<file path="src/rtl/matmul_pkg.sv">
// ---------------------------------------------------------------------------
// matmul_pkg
// Shared definitions for the matrix-multiply accelerator's APB front-end:
// default geometry shared with the compute engine, register byte offsets,
// CTRL field positions, the scratchpad window base and the APB state enum.
// ---------------------------------------------------------------------------
package matmul_pkg;

    // Geometry defaults, kept identical to the compute engine's.
    localparam int DATA_WIDTH_DEF  = 8;
    localparam int BUS_WIDTH_DEF   = 32;
    localparam int MAX_DIM_DEF     = 4;
    localparam int SP_NTARGETS_DEF = 4;

    // Register byte offsets.
    localparam logic [31:0] OFF_CTRL  = 32'h0000_0000;
    localparam logic [31:0] OFF_OPA   = 32'h0000_0004;
    localparam logic [31:0] OFF_OPB   = 32'h0000_0014;
    localparam logic [31:0] OFF_FLAGS = 32'h0000_0024;
    localparam logic [31:0] SP_BASE   = 32'h0000_0100;

    // CTRL field positions.
    localparam int CTRL_START    = 0;
    localparam int CTRL_BIAS     = 1;
    localparam int CTRL_SPWR_LSB = 2;
    localparam int CTRL_SPRD_LSB = 4;
    localparam int CTRL_N_LSB    = 8;
    localparam int CTRL_K_LSB    = 10;
    localparam int CTRL_M_LSB    = 12;

    // Bits of CTRL that hold state; START is a pulse and is never stored.
    localparam logic [31:0] CTRL_RW_MASK = 32'h0000_3F3E;

    typedef enum logic [1:0] {
        ST_IDLE,
        ST_SETUP,
        ST_ACCESS,
        ST_SP_WAIT
    } apb_state_e;

endpackage

</file>
<file path="src/rtl/matmul_apb_fsm.sv">
// ---------------------------------------------------------------------------
// matmul_apb_fsm
// APB protocol sequencer. Tracks IDLE/SETUP/ACCESS/SP_WAIT and produces the
// completion strobes used by the register file.
// Ports:
//   clk_i, rst_ni        clock, async active-low reset
//   psel_i, penable_i    APB control
//   sp_rd_i              current access is a legal scratchpad read
//   err_i                current access must complete with an error
//   pready_o, pslverr_o  APB response (high only in the completion cycle)
//   sp_rd_en_o           one-cycle scratchpad read request (in ACCESS)
//   reg_done_o           register/error access completes this cycle
//   sp_done_o            scratchpad read completes this cycle
// ---------------------------------------------------------------------------
module matmul_apb_fsm
    import matmul_pkg::*;
(
    input  logic clk_i,
    input  logic rst_ni,
    input  logic psel_i,
    input  logic penable_i,
    input  logic sp_rd_i,
    input  logic err_i,
    output logic pready_o,
    output logic pslverr_o,
    output logic sp_rd_en_o,
    output logic reg_done_o,
    output logic sp_done_o
);

    apb_state_e state_q, state_d;
    logic       next_setup;

    // A new setup phase already on the bus when the current access finishes.
    assign next_setup = psel_i && !penable_i;

    always_ff @(posedge clk_i or negedge rst_ni) begin
        if (!rst_ni) begin
            state_q <= ST_IDLE;
        end else begin
            state_q <= state_d;
        end
    end

    always_comb begin
        state_d    = state_q;
        reg_done_o = 1'b0;
        sp_done_o  = 1'b0;
        sp_rd_en_o = 1'b0;
        case (state_q)
            ST_IDLE: begin
                if (next_setup) begin
                    state_d = ST_SETUP;
                end
            end
            ST_SETUP: begin
                state_d = ST_ACCESS;
            end
            ST_ACCESS: begin
                if (sp_rd_i) begin
                    // Result memory answers one cycle after the request.
                    sp_rd_en_o = 1'b1;
                    state_d    = ST_SP_WAIT;
                end else begin
                    reg_done_o = 1'b1;
                    state_d    = next_setup ? ST_SETUP : ST_IDLE;
                end
            end
            ST_SP_WAIT: begin
                sp_done_o = 1'b1;
                state_d   = next_setup ? ST_SETUP : ST_IDLE;
            end
            default: begin
                state_d = ST_IDLE;
            end
        endcase
    end

    assign pready_o  = reg_done_o | sp_done_o;
    assign pslverr_o = reg_done_o & err_i;

endmodule

</file>
<file path="src/rtl/matmul_apb_regfile.sv">
// ---------------------------------------------------------------------------
// matmul_apb_regfile
// APB slave front-end of the matmul accelerator: CTRL, operand rows A/B,
// latched overflow FLAGS, engine launch/busy tracking and a read window onto
// the engine's result scratchpads.
// Ports:
//   clk_i, rst_ni                 clock, async active-low reset
//   psel_i..pstrb_i               APB request
//   prdata_o, pready_o, pslverr_o APB response
//   start_o, busy_o, done_i       engine handshake
//   a_mat_o, b_mat_o              flattened operand rows, row 0 in the LSBs
//   dims_o, bias_o, sp_wr_sel_o   engine configuration from CTRL
//   sp_rd_*                       scratchpad read port
//   flags_i                       per-element overflow flags (latched on done)
// ---------------------------------------------------------------------------
module matmul_apb_regfile
    import matmul_pkg::*;
#(
    parameter int DATA_WIDTH  = DATA_WIDTH_DEF,
    parameter int BUS_WIDTH   = BUS_WIDTH_DEF,
    parameter int MAX_DIM     = MAX_DIM_DEF,
    parameter int ADDR_WIDTH  = 16,
    parameter int SP_NTARGETS = SP_NTARGETS_DEF
) (
    input  logic                              clk_i,
    input  logic                              rst_ni,
    input  logic                              psel_i,
    input  logic                              penable_i,
    input  logic                              pwrite_i,
    input  logic [ADDR_WIDTH-1:0]             paddr_i,
    input  logic [BUS_WIDTH-1:0]              pwdata_i,
    input  logic [BUS_WIDTH/8-1:0]            pstrb_i,
    output logic [BUS_WIDTH-1:0]              prdata_o,
    output logic                              pready_o,
    output logic                              pslverr_o,
    output logic                              start_o,
    output logic                              busy_o,
    input  logic                              done_i,
    output logic [MAX_DIM*BUS_WIDTH-1:0]      a_mat_o,
    output logic [MAX_DIM*BUS_WIDTH-1:0]      b_mat_o,
    output logic [5:0]                        dims_o,
    output logic                              bias_o,
    output logic [$clog2(SP_NTARGETS)-1:0]    sp_wr_sel_o,
    output logic [$clog2(SP_NTARGETS)-1:0]    sp_rd_sel_o,
    output logic                              sp_rd_en_o,
    output logic [2*$clog2(MAX_DIM)-1:0]      sp_rd_addr_o,
    input  logic [BUS_WIDTH-1:0]              sp_rd_data_i,
    input  logic [MAX_DIM*MAX_DIM-1:0]        flags_i
);

    localparam int ROW_W     = $clog2(MAX_DIM);
    localparam int SEL_W     = $clog2(SP_NTARGETS);
    localparam int NBYTES    = BUS_WIDTH / 8;
    localparam int ROW_ELEMS = BUS_WIDTH / DATA_WIDTH;
    // K and N index along an operand row, so they are also bounded by how
    // many elements one bus word carries.
    localparam int ROW_LIMIT = (ROW_ELEMS < MAX_DIM) ? ROW_ELEMS : MAX_DIM;

    logic [BUS_WIDTH-1:0]       ctrl_q;
    logic [BUS_WIDTH-1:0]       opa_q [MAX_DIM];
    logic [BUS_WIDTH-1:0]       opb_q [MAX_DIM];
    logic [MAX_DIM*MAX_DIM-1:0] flags_q;
    logic                       start_q, busy_q;

    logic [31:0]          addr_w;
    logic                 aligned, is_ctrl, is_opa, is_opb, is_flags, is_sp;
    logic [ROW_W-1:0]     opa_row, opb_row;
    logic [1:0]           m_f, k_f, n_f;
    logic                 start_req, dim_bad, err, sp_rd;
    logic                 reg_done, sp_done, wr_en;
    logic [BUS_WIDTH-1:0] wmask, rd_data;

    // ---------------- address decode ----------------
    assign addr_w   = 32'(paddr_i);
    assign aligned  = (addr_w[1:0] == 2'b00);
    assign is_ctrl  = aligned && (addr_w == OFF_CTRL);
    assign is_opa   = aligned && (addr_w >= OFF_OPA) && (addr_w < OFF_OPA + 32'(4 * MAX_DIM));
    assign is_opb   = aligned && (addr_w >= OFF_OPB) && (addr_w < OFF_OPB + 32'(4 * MAX_DIM));
    assign is_flags = aligned && (addr_w == OFF_FLAGS);
    assign is_sp    = aligned && (addr_w >= SP_BASE) &&
                      (addr_w < SP_BASE + 32'(4 * MAX_DIM * MAX_DIM));

    // Row bases are row-size aligned modulo MAX_DIM, so a wrapping subtract
    // of the base word index yields the row number.
    assign opa_row = paddr_i[2 +: ROW_W] - ROW_W'(OFF_OPA >> 2);
    assign opb_row = paddr_i[2 +: ROW_W] - ROW_W'(OFF_OPB >> 2);

    // ---------------- error rules ----------------
    assign m_f       = pwdata_i[CTRL_M_LSB +: 2];
    assign k_f       = pwdata_i[CTRL_K_LSB +: 2];
    assign n_f       = pwdata_i[CTRL_N_LSB +: 2];
    assign start_req = pwrite_i && is_ctrl && pwdata_i[CTRL_START];
    assign dim_bad   = start_req && ((32'(m_f) >= 32'(MAX_DIM)) ||
                                     (32'(k_f) >= 32'(ROW_LIMIT)) ||
                                     (32'(n_f) >= 32'(ROW_LIMIT)));

    assign err = !(is_ctrl || is_opa || is_opb || is_flags || is_sp)
              || (pwrite_i && (is_flags || is_sp))
              || (pwrite_i && busy_q && (is_ctrl || is_opa || is_opb))
              || (!pwrite_i && is_sp && busy_q)
              || dim_bad;

    assign sp_rd = is_sp && !pwrite_i && !busy_q;

    matmul_apb_fsm u_fsm (
        .clk_i      (clk_i),
        .rst_ni     (rst_ni),
        .psel_i     (psel_i),
        .penable_i  (penable_i),
        .sp_rd_i    (sp_rd),
        .err_i      (err),
        .pready_o   (pready_o),
        .pslverr_o  (pslverr_o),
        .sp_rd_en_o (sp_rd_en_o),
        .reg_done_o (reg_done),
        .sp_done_o  (sp_done)
    );

    assign wr_en = reg_done && pwrite_i && !err;

    // Expand byte strobes into a bit mask for the operand rows.
    for (genvar gi = 0; gi < NBYTES; gi++) begin : g_wmask
        assign wmask[gi*8 +: 8] = {8{pstrb_i[gi]}};
    end

    // ---------------- register state ----------------
    always_ff @(posedge clk_i or negedge rst_ni) begin
        if (!rst_ni) begin
            ctrl_q  <= '0;
            flags_q <= '0;
            start_q <= 1'b0;
            busy_q  <= 1'b0;
            for (int r = 0; r < MAX_DIM; r++) begin
                opa_q[r] <= '0;
                opb_q[r] <= '0;
            end
        end else begin
            start_q <= wr_en && start_req;
            if (wr_en && start_req) begin
                busy_q <= 1'b1;
            end else if (done_i && busy_q) begin
                busy_q  <= 1'b0;
            end
            // done_i with the engine idle is a stray pulse and is dropped.
            if (done_i && busy_q) begin
                flags_q <= flags_i;
            end
            if (wr_en && is_ctrl) begin
                ctrl_q <= pwdata_i & BUS_WIDTH'(CTRL_RW_MASK);
            end
            if (wr_en && is_opa) begin
                opa_q[opa_row] <= (pwdata_i & wmask) | (opa_q[opa_row] & ~wmask);
            end
            if (wr_en && is_opb) begin
                opb_q[opb_row] <= (pwdata_i & wmask) | (opb_q[opb_row] & ~wmask);
            end
        end
    end

    // ---------------- read path ----------------
    always_comb begin
        rd_data = '0;
        if (is_ctrl) begin
            rd_data = ctrl_q;
        end else if (is_opa) begin
            rd_data = opa_q[opa_row];
        end else if (is_opb) begin
            rd_data = opb_q[opb_row];
        end else if (is_flags) begin
            rd_data = BUS_WIDTH'(flags_q);
        end
    end

    // The result memory's output is already registered; it is forwarded in
    // the SP_WAIT completion cycle when it becomes valid.
    assign prdata_o = (reg_done && !pwrite_i && !err) ? rd_data :
                      (sp_done ? sp_rd_data_i : '0);

    // ---------------- engine side ----------------
    assign start_o      = start_q;
    assign busy_o       = busy_q;
    assign dims_o       = {ctrl_q[CTRL_M_LSB +: 2], ctrl_q[CTRL_K_LSB +: 2], ctrl_q[CTRL_N_LSB +: 2]};
    assign bias_o       = ctrl_q[CTRL_BIAS];
    assign sp_wr_sel_o  = ctrl_q[CTRL_SPWR_LSB +: SEL_W];
    assign sp_rd_sel_o  = ctrl_q[CTRL_SPRD_LSB +: SEL_W];
    assign sp_rd_addr_o = paddr_i[2 +: 2*ROW_W];

    for (genvar gi = 0; gi < MAX_DIM; gi++) begin : g_rows
        assign a_mat_o[gi*BUS_WIDTH +: BUS_WIDTH] = opa_q[gi];
        assign b_mat_o[gi*BUS_WIDTH +: BUS_WIDTH] = opb_q[gi];
    end

endmodule

</file>
<file path="config.mk">
export PLATFORM = sky130hd
export DESIGN_NAME = matmul_apb_regfile
export DESIGN_NICKNAME = d
export VERILOG_FILES = /design/src/rtl/matmul_pkg.sv /design/src/rtl/matmul_apb_fsm.sv /design/src/rtl/matmul_apb_regfile.sv
export SDC_FILE = /design/constraint.sdc
export NUM_CORES = 1
export LEC_CHECK = 0
export CORE_MARGIN = 1.5
export CORE_UTILIZATION = 49
export CTS_BUF_LIST = sky130_fd_sc_hd__clkbuf_2 sky130_fd_sc_hd__clkbuf_4 sky130_fd_sc_hd__clkbuf_8
export CTS_CLUSTER_SIZE = 28
export DETAILED_ROUTE_END_ITERATION = 16
export PLACE_DENSITY = 0.94
export SLEW_MARGIN = 10
export SYNTH_ARGS = -nofsm -noshare
export SYNTH_HDL_FRONTEND = slang
export SYNTH_SLANG_ARGS = --single-unit
</file>
<file path="constraint.sdc">
create_clock -name clk_i -period 4.15 [get_ports clk_i]
set_input_delay 0.6225 -clock clk_i [delete_from_list [all_inputs] [get_ports clk_i]]
set_output_delay 0.6225 -clock clk_i [all_outputs]
set_load 0.03 [all_outputs]
</file>
==> reports/summary.md, run 1 <==
The die span in x is 172.1 um. The number of CTS-inserted buffers came out at 47. The logs give 50.17% for the initial core utilization and 12610 for the via count of the first global-routing pass.

The tools report the overall power after layout as 5.924 mW. In this run the tool buffered the top-level ports with 413 buffer cells. The post-detailed-route DRC marker count was 0. The tools report the number of fill cells as 1824.

The number of synthesized flops with an enable pin was 0. The flow ran to the end, and the final reports show no timing, DRC or antenna violations. Counting flops with an async set or reset pin after synthesis yields a share of 100.0%. Traced cell by cell, the critical path runs through clkdlybuf4s50_1, nor4_1, buf_4, and3_1, and3_1, o221ai_1, o21ai_0, buf_12. The slowest stage of the critical path belongs to the cell o21ai_0. The number of rows in the core area is 61. For this run, the leading register cell type out of synthesis is dfrtp_1.

The logs give 0 for the number of pins exceeding their max-slew limit in the final report and 246.3 MHz for the timing-limited maximum frequency. In this run the clock root is driven by a clkbuf_8. IR analysis of the VDD net gives a maximum drop of 0.2411 mV.

The number of primary I/O pins is 414, and the aggregate global-route resource usage is 36.12%. The final hold violation count came out at 0. The later pin in the worst-skew pair is clocked with a latency of 570 ps. The number of nets in the layout was 1655; the number of register bits inferred by synthesis was 287.

Via count: 12140. Of all cell types, the one taking the most synthesized area is dfrtp_1. After synthesis, the cell types taking the most area are dfrtp_1, mux2_2, mux4_2. For the routability congestion estimate, the log shows 0.9389.

The proportion of synthesized chip area in sequential cells was 51.24%. The top cell types in the final layout, fill and taps aside, are clkdlybuf4s50_1, dfrtp_1, nand2_1. Entering global routing, the biggest net connects 114 pins.

After layout, the worst path uses 97.83% of the clock period. The layout-stage area growth over the synthesis result works out to 41.35%. OpenSTA, run right after detailed placement, puts the worst setup slack at 196.7 ps. Setup repair after global routing left no endpoint under its margin. Measured in cells, the most critical reg-to-reg path has a length of 6. Counting every instance in the synthesized netlist gives 1123. The analysis attributes to cell leakage a power of 8.762 nW. The count of H-tree levels built during CTS is 2.

The share of synthesized area in the top cell type comes to 51.24%. Headroom to the max-slew limit came out at 24.49%. The count of endpoints failing setup in the final report was 0.

The net count after synthesis is 1234. Averaged over all synthesized cells, the footprint is 12.48 um^2. In the global route stage, met3 resource usage came out at 11.08%. The worst register-to-register path ends at a_mat_o[106]. Using the TritonRoute via totals, the vias-per-cell ratio works out to 6.203. Detailed placement ended at an HPWL of 37730 um. For the pin with the worst max-slew slack, the measured transition is 1133 ps. Data arrives at the worst endpoint at 3440 ps. The total iterations of the first detailed-routing run is 6. The remaining global-route overflow came out at 0. Power spread over the standard cell area amounts to 299.0 mW/mm^2. The buffer count from post-CTS setup fixing is 0, and the total of warnings raised by yosys is 0.

The type of element launching the critical path is an input pin. The tools report the reported max-cap violation count as 0. In this run the deepest clock path goes through 3 buffers. Across all hold checks on the routed design, the worst slack comes to 120.2 ps. The first global-routing pass estimated 78180 um of wire. The area of the core is 0.02793 mm^2, and the biggest cell delay along the critical path is 580 ps.

The critical path in this run is classified as in -> out. Data on the critical path is required at its endpoint by 3530 ps. In this run the critical register-to-register path is launched from u_fsm.state_q[0].

The critical path endpoint category was an output port. The tree built by TritonCTS fans out to 287 sinks. The finished layout holds 1957 standard cells, fillers aside.

Once detail routing completed, the nets flagged for antenna violations numbered 0. The run gives 0 as the antenna diode count. The overall die height works out to 172.1 um. For the met2 track demand over resource, the log shows 58.36%. Summing every instance area after synthesis gives 0.01402 mm^2. The number of different library cells used by synthesis comes to 52.

The post-route standard cell area excluding fillers came out at 0.01981 mm^2. The maximum fanout count along the critical path came out at 10. The final layout contains routed wiring with a total length of 53060 um. The cell count after placement was 1873. Leaving out fill and tap cells, the most frequent cell in the layout is clkdlybuf4s50_1.

The logs give 0 for the hold buffer count at CTS and 42.13% for the met1 demand-to-capacity share in global routing. The busiest layer in global routing was met2. The final design utilization came out at 70.92%. Summing all placed instances gives a cell area of 0.01880 mm^2. TritonCTS built the clock tree. In this run the worst setup path begins at paddr_i[1]. The cell repeated most along the worst path is and3_1. The total die area is 0.02963 mm^2. After detailed routing, the average wire length per cell comes to 27.11 um. In the final layout, the share of cells above drive strength 1 is 25.40%.

Once routing completed, OpenROAD measured the worst setup slack at 90.09 ps. The detailed router finished its first iteration with 1285 violations. For the final database, setup skew stands at 25.89 ps.

After clock tree synthesis, the repair step resized 0 gates. The run gives 0 as the initial antenna violation count. The clock-pin slew on the worst setup and hold paths works out to 60 ps.

In this run the register-to-register setup slack is 1660 ps. The path class of the tightest hold or removal check is in -> async. The setup TNS was 0 ps; the time the final worst path needs with I/O delays and setup was 4060 ps.
report_power, final:
group	internal (mW)	switching, mW	total [mW]
Sequential	2.80	0.00311	2.80
Clock	1.50	1.14	2.64
Combinational	0.205	0.277	0.482
synthesized netlist by cell type (all sizes together), types with 3 or more instances:
library cell / count
nor2: 7
nand2: 181
mux2: 188
o31ai: 5
inv: 4
nor2b: 4
o21ai: 142
o221ai: 11
a21oi: 22
o2111ai: 4
nor3: 3
dfrtp: 287
nand3b: 13
nor4b: 3
clkbuf: 49
mux2i: 32
buf: 35
nor4: 6
nand2b: 5
a221oi: 5
or3: 3
a32oi: 16
mux4: 64
ha: 5
nor3b: 4
nand3: 7
final cells by class:
cell class                      instances  area, um^2  area share [%]
Sequential cell                       287        7182           36.25
Tap cell                              378       473.0           2.387
Clock inverter                          5       57.56          0.2905
Multi-Input combinational cell        748        6523           32.92
Inverter                                4       15.01         0.07579
Timing Repair Buffer                  456        4612           23.28
Clock buffer                           79       949.7           4.793
critical path: cells and delay by family:
| kind | cells | cell delay, ps |
|---|---|---|
| compound gates | 2 | 790 |
| buf+inv | 3 | 920 |
| simple gates | 3 | 1090 |
worst max-delay path by stage:
stage	end	slack, ps	cells after the start
3_3_place_gp	prdata_o[8]	220	10
5_1_grt	prdata_o[0]	100	9
4_1_cts	prdata_o[9]	170	10
3_5_place_dp	prdata_o[9]	200	10
6_report	prdata_o[5]	90	8
2_1_floorplan	prdata_o[15]	200	9
state kept, by name, summed over array words and instances, names as in the netlist:
register / flops
a_mat_o: 128
b_mat_o: 128
flags_q: 16
ctrl_q: 11
u_fsm.state_q: 2
busy_o: 1
start_o: 1
cells by family (layout without fill, tap and decap cells):
| family | Yosys count | in the layout | synth area share [%] |
|---|---|---|---|
| flip-flops | 287 | 287 | 51.24 |
| multiplexers | 284 | 284 | 27.94 |
| AND/OR/NAND/NOR | 246 | 246 | 8.445 |
| AO/OA/AOI/OAI | 213 | 213 | 9.186 |
| buffers and inverters | 88 | 544 | 2.741 |
| adder cells (fa/ha/maj) | 5 | 5 | 0.4463 |
metal layers:
| metal | vias to the layer above | share of wire (%) |
|---|---|---|
| li1 | 4993 | - |
| met1 | 6040 | 35 |
| met2 | 907 | 48 |
| met3 | 200 | 11 |
| met4 | 0 | 6.4 |
| met5 | - | 0 |
Power figures use the tool's default switching activity.
==> run 2, diff against run 1 <==
- PLACE_DENSITY: 0.94 -> 0.83
==> run 2 against run 1 <==
Register-to-register slack hardly changed; via count decreased by 3.1%; sequential power about the same; wire length shrank 5.9%; die area is the same; sequential share of layout area up 0.062 points; power up 0.53%; global-route usage fell by 2.4 points; flip-flop and latch count unchanged.
==> reports/summary.md, run 2 (same netlist as run 1, synthesis figures left out) <==
The run finished with clean final reports. The die covers 0.02963 mm^2. The standby leakage power is 8.764 nW, and the count of H-tree levels built during CTS is 2. The slowest stage of the critical path belongs to the cell clkdlybuf4s50_1. The cell sitting at the root of the clock tree is a clkbuf_8. After legalization and detailed placement, the total HPWL measured 35730 um. The worst pin sits at a relative slew slack of 30.16%.

The tightest min-delay check is of the in -> async type. TritonCTS built the clock tree. At the worst endpoint, the required time is 3530 ps. The tools report the number of primary I/O pins as 414. Leaving out fill and tap cells, the most frequent cell in the layout is clkdlybuf4s50_1. Between clock sinks in the finished design, the worst skew comes to 24.55 ps. Worst path buffer plus inverter count: 5.

The number of hold buffers added after CTS was 0. Worst slack on hold paths: 76.03 ps. The peak supply drop came out at 0.2341 mV. Counting I/O delays and the setup requirement, the final critical path takes 3954 ps. No sink is reached through more buffers than the 3 on the longest clock path. Setup repair after global routing left no endpoint under its margin.

Among the stages of the critical path, the cell type that occurs most often is buf_4. After floorplanning, the core was sized to cover 0.02793 mm^2. After detailed routing, the number of vias per cell comes to 6.002. The antenna diode count is 0, and the wire length of the first global-routing pass is 73820 um. The transition time at the pin with the least slew margin came out at 1044 ps. In the final design database the tool counted 1658 nets. The design draws 5.955 mW.

The cell family contributing the most delay on the critical path is buffers and inverters. Routability-driven placement finished with a final weighted congestion of 0.9009. In the layout the commonest cells are clkdlybuf4s50_1, dfrtp_1, nand2_1. The post-detailed-route DRC marker count came out at 0. CTS saw 287 sinks.

The average wire per cell in the routed design was 25.46 um; the pin count of the biggest net entering global routing was 104. The initial core utilization was 50.17%. The worst setup path is of the in -> out kind. The number of CTS-inserted buffers is 49, and the maximum fanout count along the critical path is 16. The floorplan has 61 rows. The remaining global-route overflow was 0.

The post-placement worst setup slack is -48.27 ps, and the final worst setup slack is 195.9 ps. Once detail routing completed, the nets flagged for antenna violations numbered 0. For this block, the initial DRC count from the detailed router was 852. Relative to the synthesized area, the layout overhead comes to 41.11%.

Data on the critical path arrives at its endpoint at 3330 ps. The reported max-cap violation count was 0. The number of pins exceeding their max-slew limit in the final report was 0; the timing-limited maximum frequency was 252.9 MHz.

The signal on the critical path passes through clkdlybuf4s50_1, nor4_4, nand3_1, buf_4, a311oi_2, buf_4, a221oi_1, o31ai_1, buf_4, buf_12. After clock tree synthesis, the clock-pin slew on the worst setup and hold paths is 60 ps. The overall die height came out at 172.1 um.

The run gives 33.75% as the aggregate global-route resource usage. Number of fill cells: 1971. The worst setup path is captured at an output port. The tools report the via count of the first global-routing pass as 12080. In the final layout, the share of cells above drive strength 1 is 25.60%. The worst setup path is launched from an input pin.

The biggest cell delay along the critical path came out at 520 ps. For this block, the routed nets add up to 49910 um of wire. The final hold violation count came out at 0. In the finished design, the share of the clock period the worst path needs comes to 95.28%.

Setup violations remaining at the end of the flow were counted as 0. The die is 172.1 um wide. The clock reaches the later pin of the worst-skew pair after 570 ps. For this run, the detailed router's first-pass iteration total came to 6. The power density over the cells was 301.1 mW/mm^2; the count of port buffers added during placement was 413.

The initial antenna violation count was 0. The tools report the via count as 11760.
run 2: cell types whose count changed in the layout (fill, tap and decap cells not counted), sizes merged:
cell | previous run | this run
buf | 79 | 80
clkbuf | 79 | 77
inv | 4 | 5
bufinv | 1 | 0
clkinv | 1 | 8
clkinvlp | 3 | 0
run 2: cell type report:
| cell class | instances | area, um^2 | area share (%) |
|---|---|---|---|
| flip-flops and latches | 287 | 7182 | 36.31 |
| multi-input cells | 748 | 6524 | 32.99 |
| repair buffers | 457 | 4557 | 23.04 |
| clock buffers | 77 | 978.4 | 4.947 |
| well taps | 378 | 473.0 | 2.391 |
| clock inverters | 9 | 48.80 | 0.2467 |
| inverters | 4 | 15.01 | 0.07592 |
run 2: worst register-to-register path, stage by stage, from the launching register on:
cell,delay [ps]
dfrtp_1,460
nand3b_1,310
nor3_1,700
nand3_2,130
buf_4,350
mux2_1,420
run 2: report_power, final:
group	switching, mW	leakage [nW]	internal (mW)
sequential	0.00322	4.01	2.80
combinational	0.272	4.20	0.205
clock	1.18	0.556	1.49
total	1.46	8.76	4.50
run 2: path summary, 6_finish.rpt:
kind	depth (start not counted)	slack (ps)	endpoint	start
worst max-delay path	10	200	prdata_o[0]	paddr_i[6]
worst min-delay path	1	80	a_mat_o[99]	rst_ni
worst max register to register	5	1660	b_mat_o[6]	u_fsm.state_q[0]
worst min register to register	2	500	a_mat_o[68]	a_mat_o[68]
max in group asynchronous	2	2970	b_mat_o[18]	rst_ni
min in group clk_i	2	500	a_mat_o[68]	a_mat_o[68]
run 2: repair_timing:
action	4_1_cts	5_1_grt
hold endpoints to repair	0	0
gates resized for setup	0	1
buffers inserted	1	1
pin swaps	2	1
endpoints found under the setup margin	16	5
run 2: through the flow:
stage | cell area (um^2) | util, % | TNS, ps | std cells
finish | 19780 | 70.80 | 0 | 1960
global route | 19780 | 70.80 | 0 | 1960
CTS | 19750 | 70.70 | 0 | 1959
detailed placement | 18700 | 66.95 | -48.27 | 1872
global placement | 18700 | 66.95 | 0 | 1872
floorplan | 14020 | - | 0 | 1123
run 2: layer usage:
metal,track usage (%),part of all wire (%),up-vias
met2,54.58,48,642
met4,20.26,6.2,0
li1,-,-,4991
met1,41.01,38,5940
met5,0,0,-
met3,8.331,8.7,191
==> run 3, diff against run 2 <==
- CELL_PAD_IN_SITES_DETAIL_PLACEMENT: not set -> 2
- CELL_PAD_IN_SITES_GLOBAL_PLACEMENT: not set -> 2
- CORE_UTILIZATION: 49 -> 32
- PLACE_DENSITY: 0.83 -> not set
- PLACE_DENSITY_LB_ADDON: not set -> 0.1
==> run 3 against run 2 <==
Combinational power grew 4.6%; sequential power is essentially flat; core utilization shrank 24 points; clock power grew 14%; sequential share of layout area shrank 0.82 points; wire length grew 20%; clock skew shrank 9.1 ps; die area grew 52%; non-clock buffer count grew 3; critical endpoint is now prdata_o[6]; design area grew 2.3%; global-route usage shrank 7.1 points; first-iteration DRC count shrank 45%.
==> reports/summary.md, run 3 (same netlist as run 1, synthesis figures left out) <==
Logic depth of the worst path, buffers included: 10. The flow ran to the end, and the final reports show no timing, DRC or antenna violations. After the last flow step, the layout net total stands at 1667. In this run the worst path has a maximum fanout of 20.

In the layout the commonest cells are clkdlybuf4s50_1, dfrtp_1, nand2_1. The signal on the critical path passes through clkdlybuf4s50_1, nor4_2, nand3_1, buf_4, a311oi_2, buf_4, a221oi_1, o31ai_1, buf_4, buf_12. For this block, the routed nets add up to 60010 um of wire. The logs give 6 for the initial antenna violation count and 0 ps for the setup TNS. The post-route netlist has 25.91% of its cells at a drive strength greater than 1. 414 I/O pins were placed. At the pin with the least slew margin, the transition time is 940.9 ps. Across the run, the number of max-cap violations was 0. The total overflow left after global routing is 0. Broken down by cell family, the worst path's largest delay share belongs to buffers and inverters.

The wire-length estimate of the detail-placed layout is 43960 um. The time the final worst path needs with I/O delays and setup came out at 3998 ps. TritonCTS built the clock tree. The final design utilization was 46.87%; the post-detailed-route DRC marker count was 0. Across all layers, the routed design uses 11500 vias. The cell count after placement was 2083. The deepest clock path buffer count came out at 3. Class of the tightest hold or removal check: in -> async. The clock-pin slew on the worst setup and hold paths is 60 ps, and the count of port buffers added during placement is 413. The DRC violation total after the first TritonRoute iteration was 466; the overall die height was 212.3 um. The congestion estimate from routability-driven global placement came to 0.8360. The average wire per cell in the routed design was 27.57 um; the number of rows in the core area was 76.

Busiest layer in global routing: met2. Setup violations remaining at the end of the flow were counted as 0. Tracing the worst setup path back leads to its startpoint at paddr_i[6]. For the met2 track demand over resource, the log shows 47.72%.

Using the TritonRoute via totals, the vias-per-cell ratio works out to 5.284. Slowest stage cell on the critical path: clkdlybuf4s50_1. The power density over the cells is 314.1 mW/mm^2. In this design, the stage delay of the slowest critical-path cell is 550 ps. In this run the critical register-to-register path is captured at a_mat_o[38]. The met1 demand-to-capacity share in global routing was 30.17%. Data required time at the worst endpoint: 3530 ps. Setup repair after global routing left no endpoint under its margin. The arrival time at the worst endpoint was 3380 ps; the worst reg-to-reg setup slack was 1870 ps. The period utilization was 96.33%. The standby leakage power was 8.839 nW. The tools report the final hold violation count as 0.

The critical path is of the in -> out type. Measured against its own limit, the worst slew margin works out to 37.27%. The master cell of the clock root buffer was clkbuf_8. For the worst-skew pair, the clock arrives at the later sink with an insertion delay of 640 ps. Total iterations of the first detailed-routing run: 4. Initial core utilization: 32.47%. The worst path buffer plus inverter count is 5, and the wire length of the first global-routing pass is 87220 um. VDD sags by at most 0.3965 mV. The critical path endpoint category is an output port. Static timing analysis puts the maximum clock frequency at 250.1 MHz.

For the worst flop-to-flop path, the logic depth is 6. Across the routed clock network, the largest skew measured is 15.43 ps. Entering global routing, the biggest net connects 109 pins.

The met3 track demand over resource in global routing came out at 8.139%. STA classifies the critical path startpoint as an input pin. The H-tree was split into 2 levels. The die span in x was 212.3 um. After the flow finishes, the layout carries non-filler instances totaling 2177.

The via count of the first global-routing pass was 12770; the count of clock tree sinks was 287. For the aggregate global-route resource usage, the log shows 26.70%. The number of CTS-inserted buffers was 55. The launch point of the worst reg-to-reg path is u_fsm.state_q[0].

The run gives 0 as the number of pins exceeding their max-slew limit in the final report. After routing the design area is 0.02024 mm^2. Post-detailed-route count of antenna-violating nets: 0. The tools report the total die area as 0.04506 mm^2. The leading cell type in the layout, fill and taps excluded was clkdlybuf4s50_1.

The instance area after placement is 0.01902 mm^2. The core region is 0.04317 mm^2. Cell repeated most along the worst path: buf_4. Compared with the post-synthesis result, the final layout area differs by 44.38%. Following the worst setup path forward leads to its endpoint at prdata_o[6].
run 3: cell types whose count changed in the layout (fill, tap and decap cells not counted), sizes merged, moves of 2 or more:
cell | before | now
clkinv | 8 | 4
diode | 0 | 2
clkdlybuf4s50 | 377 | 379
clkbuf | 77 | 84
bufinv | 0 | 3
run 3: final cells by class:
cell class	instances	area [um^2]
fillers	4386	22940
flip-flops and latches	287	7182
multi-input cells	748	6545
repair buffers	460	4584
clock buffers	84	1062
well taps	585	732.0
clock inverters	7	110.1
inverters	4	15.01
diodes	2	5.005
run 3: worst min-delay path by stage:
stage	from	endpoint	slack, ps	depth (start not counted)
6_report	rst_ni	a_mat_o[106]	70	1
5_1_grt	rst_ni	a_mat_o[74]	110	1
4_1_cts	rst_ni	a_mat_o[106]	60	1
3_5_place_dp	a_mat_o[35]	a_mat_o[35]	490	2
3_3_place_gp	a_mat_o[23]	a_mat_o[23]	480	2
2_1_floorplan	rst_ni	a_mat_o[0]	330	0
run 3: layer usage:
metal  part of all wire (%)  up-vias
met4                    3.2        6
met2                     51      382
li1                       -     5009
met5                  0.057        -
met3                    7.6       91
met1                     38     6016
run 3: stage by stage:
step | power [mW] | hold slack, ps | setup WS (ps)
final | 6.357 | 65.58 | 152.2
after global routing | 6.586 | 111.1 | 11.24
after global placement | 3.354 | 484.4 | 135.8
after detailed placement | 3.358 | 494.8 | 5.966
after CTS | 6.445 | 63.91 | 33.64
after floorplan | 3.046 | 326.9 | 197.5
run 3: what timing repair did:
item,in CTS,in global routing
endpoints found under the setup margin,1,11
buffers inserted,0,1
hold buffers,0,0
gates resized for setup,1,3
run 3: worst register-to-register path: stages, from the launching register on:
cell and delay [ps]:
dfrtp_1 440, nand3b_1 320, nor4b_4 350, o2111ai_4 460, buf_12 370, nand2_1 110, o21ai_0 90
run 3: report_power, final:
part           internal, mW  total (mW)  leakage (nW)  switching, mW
Clock                  1.79        3.05         0.623           1.26
Combinational         0.208       0.498          4.21          0.291
Sequential             2.80        2.81          4.01        0.00322
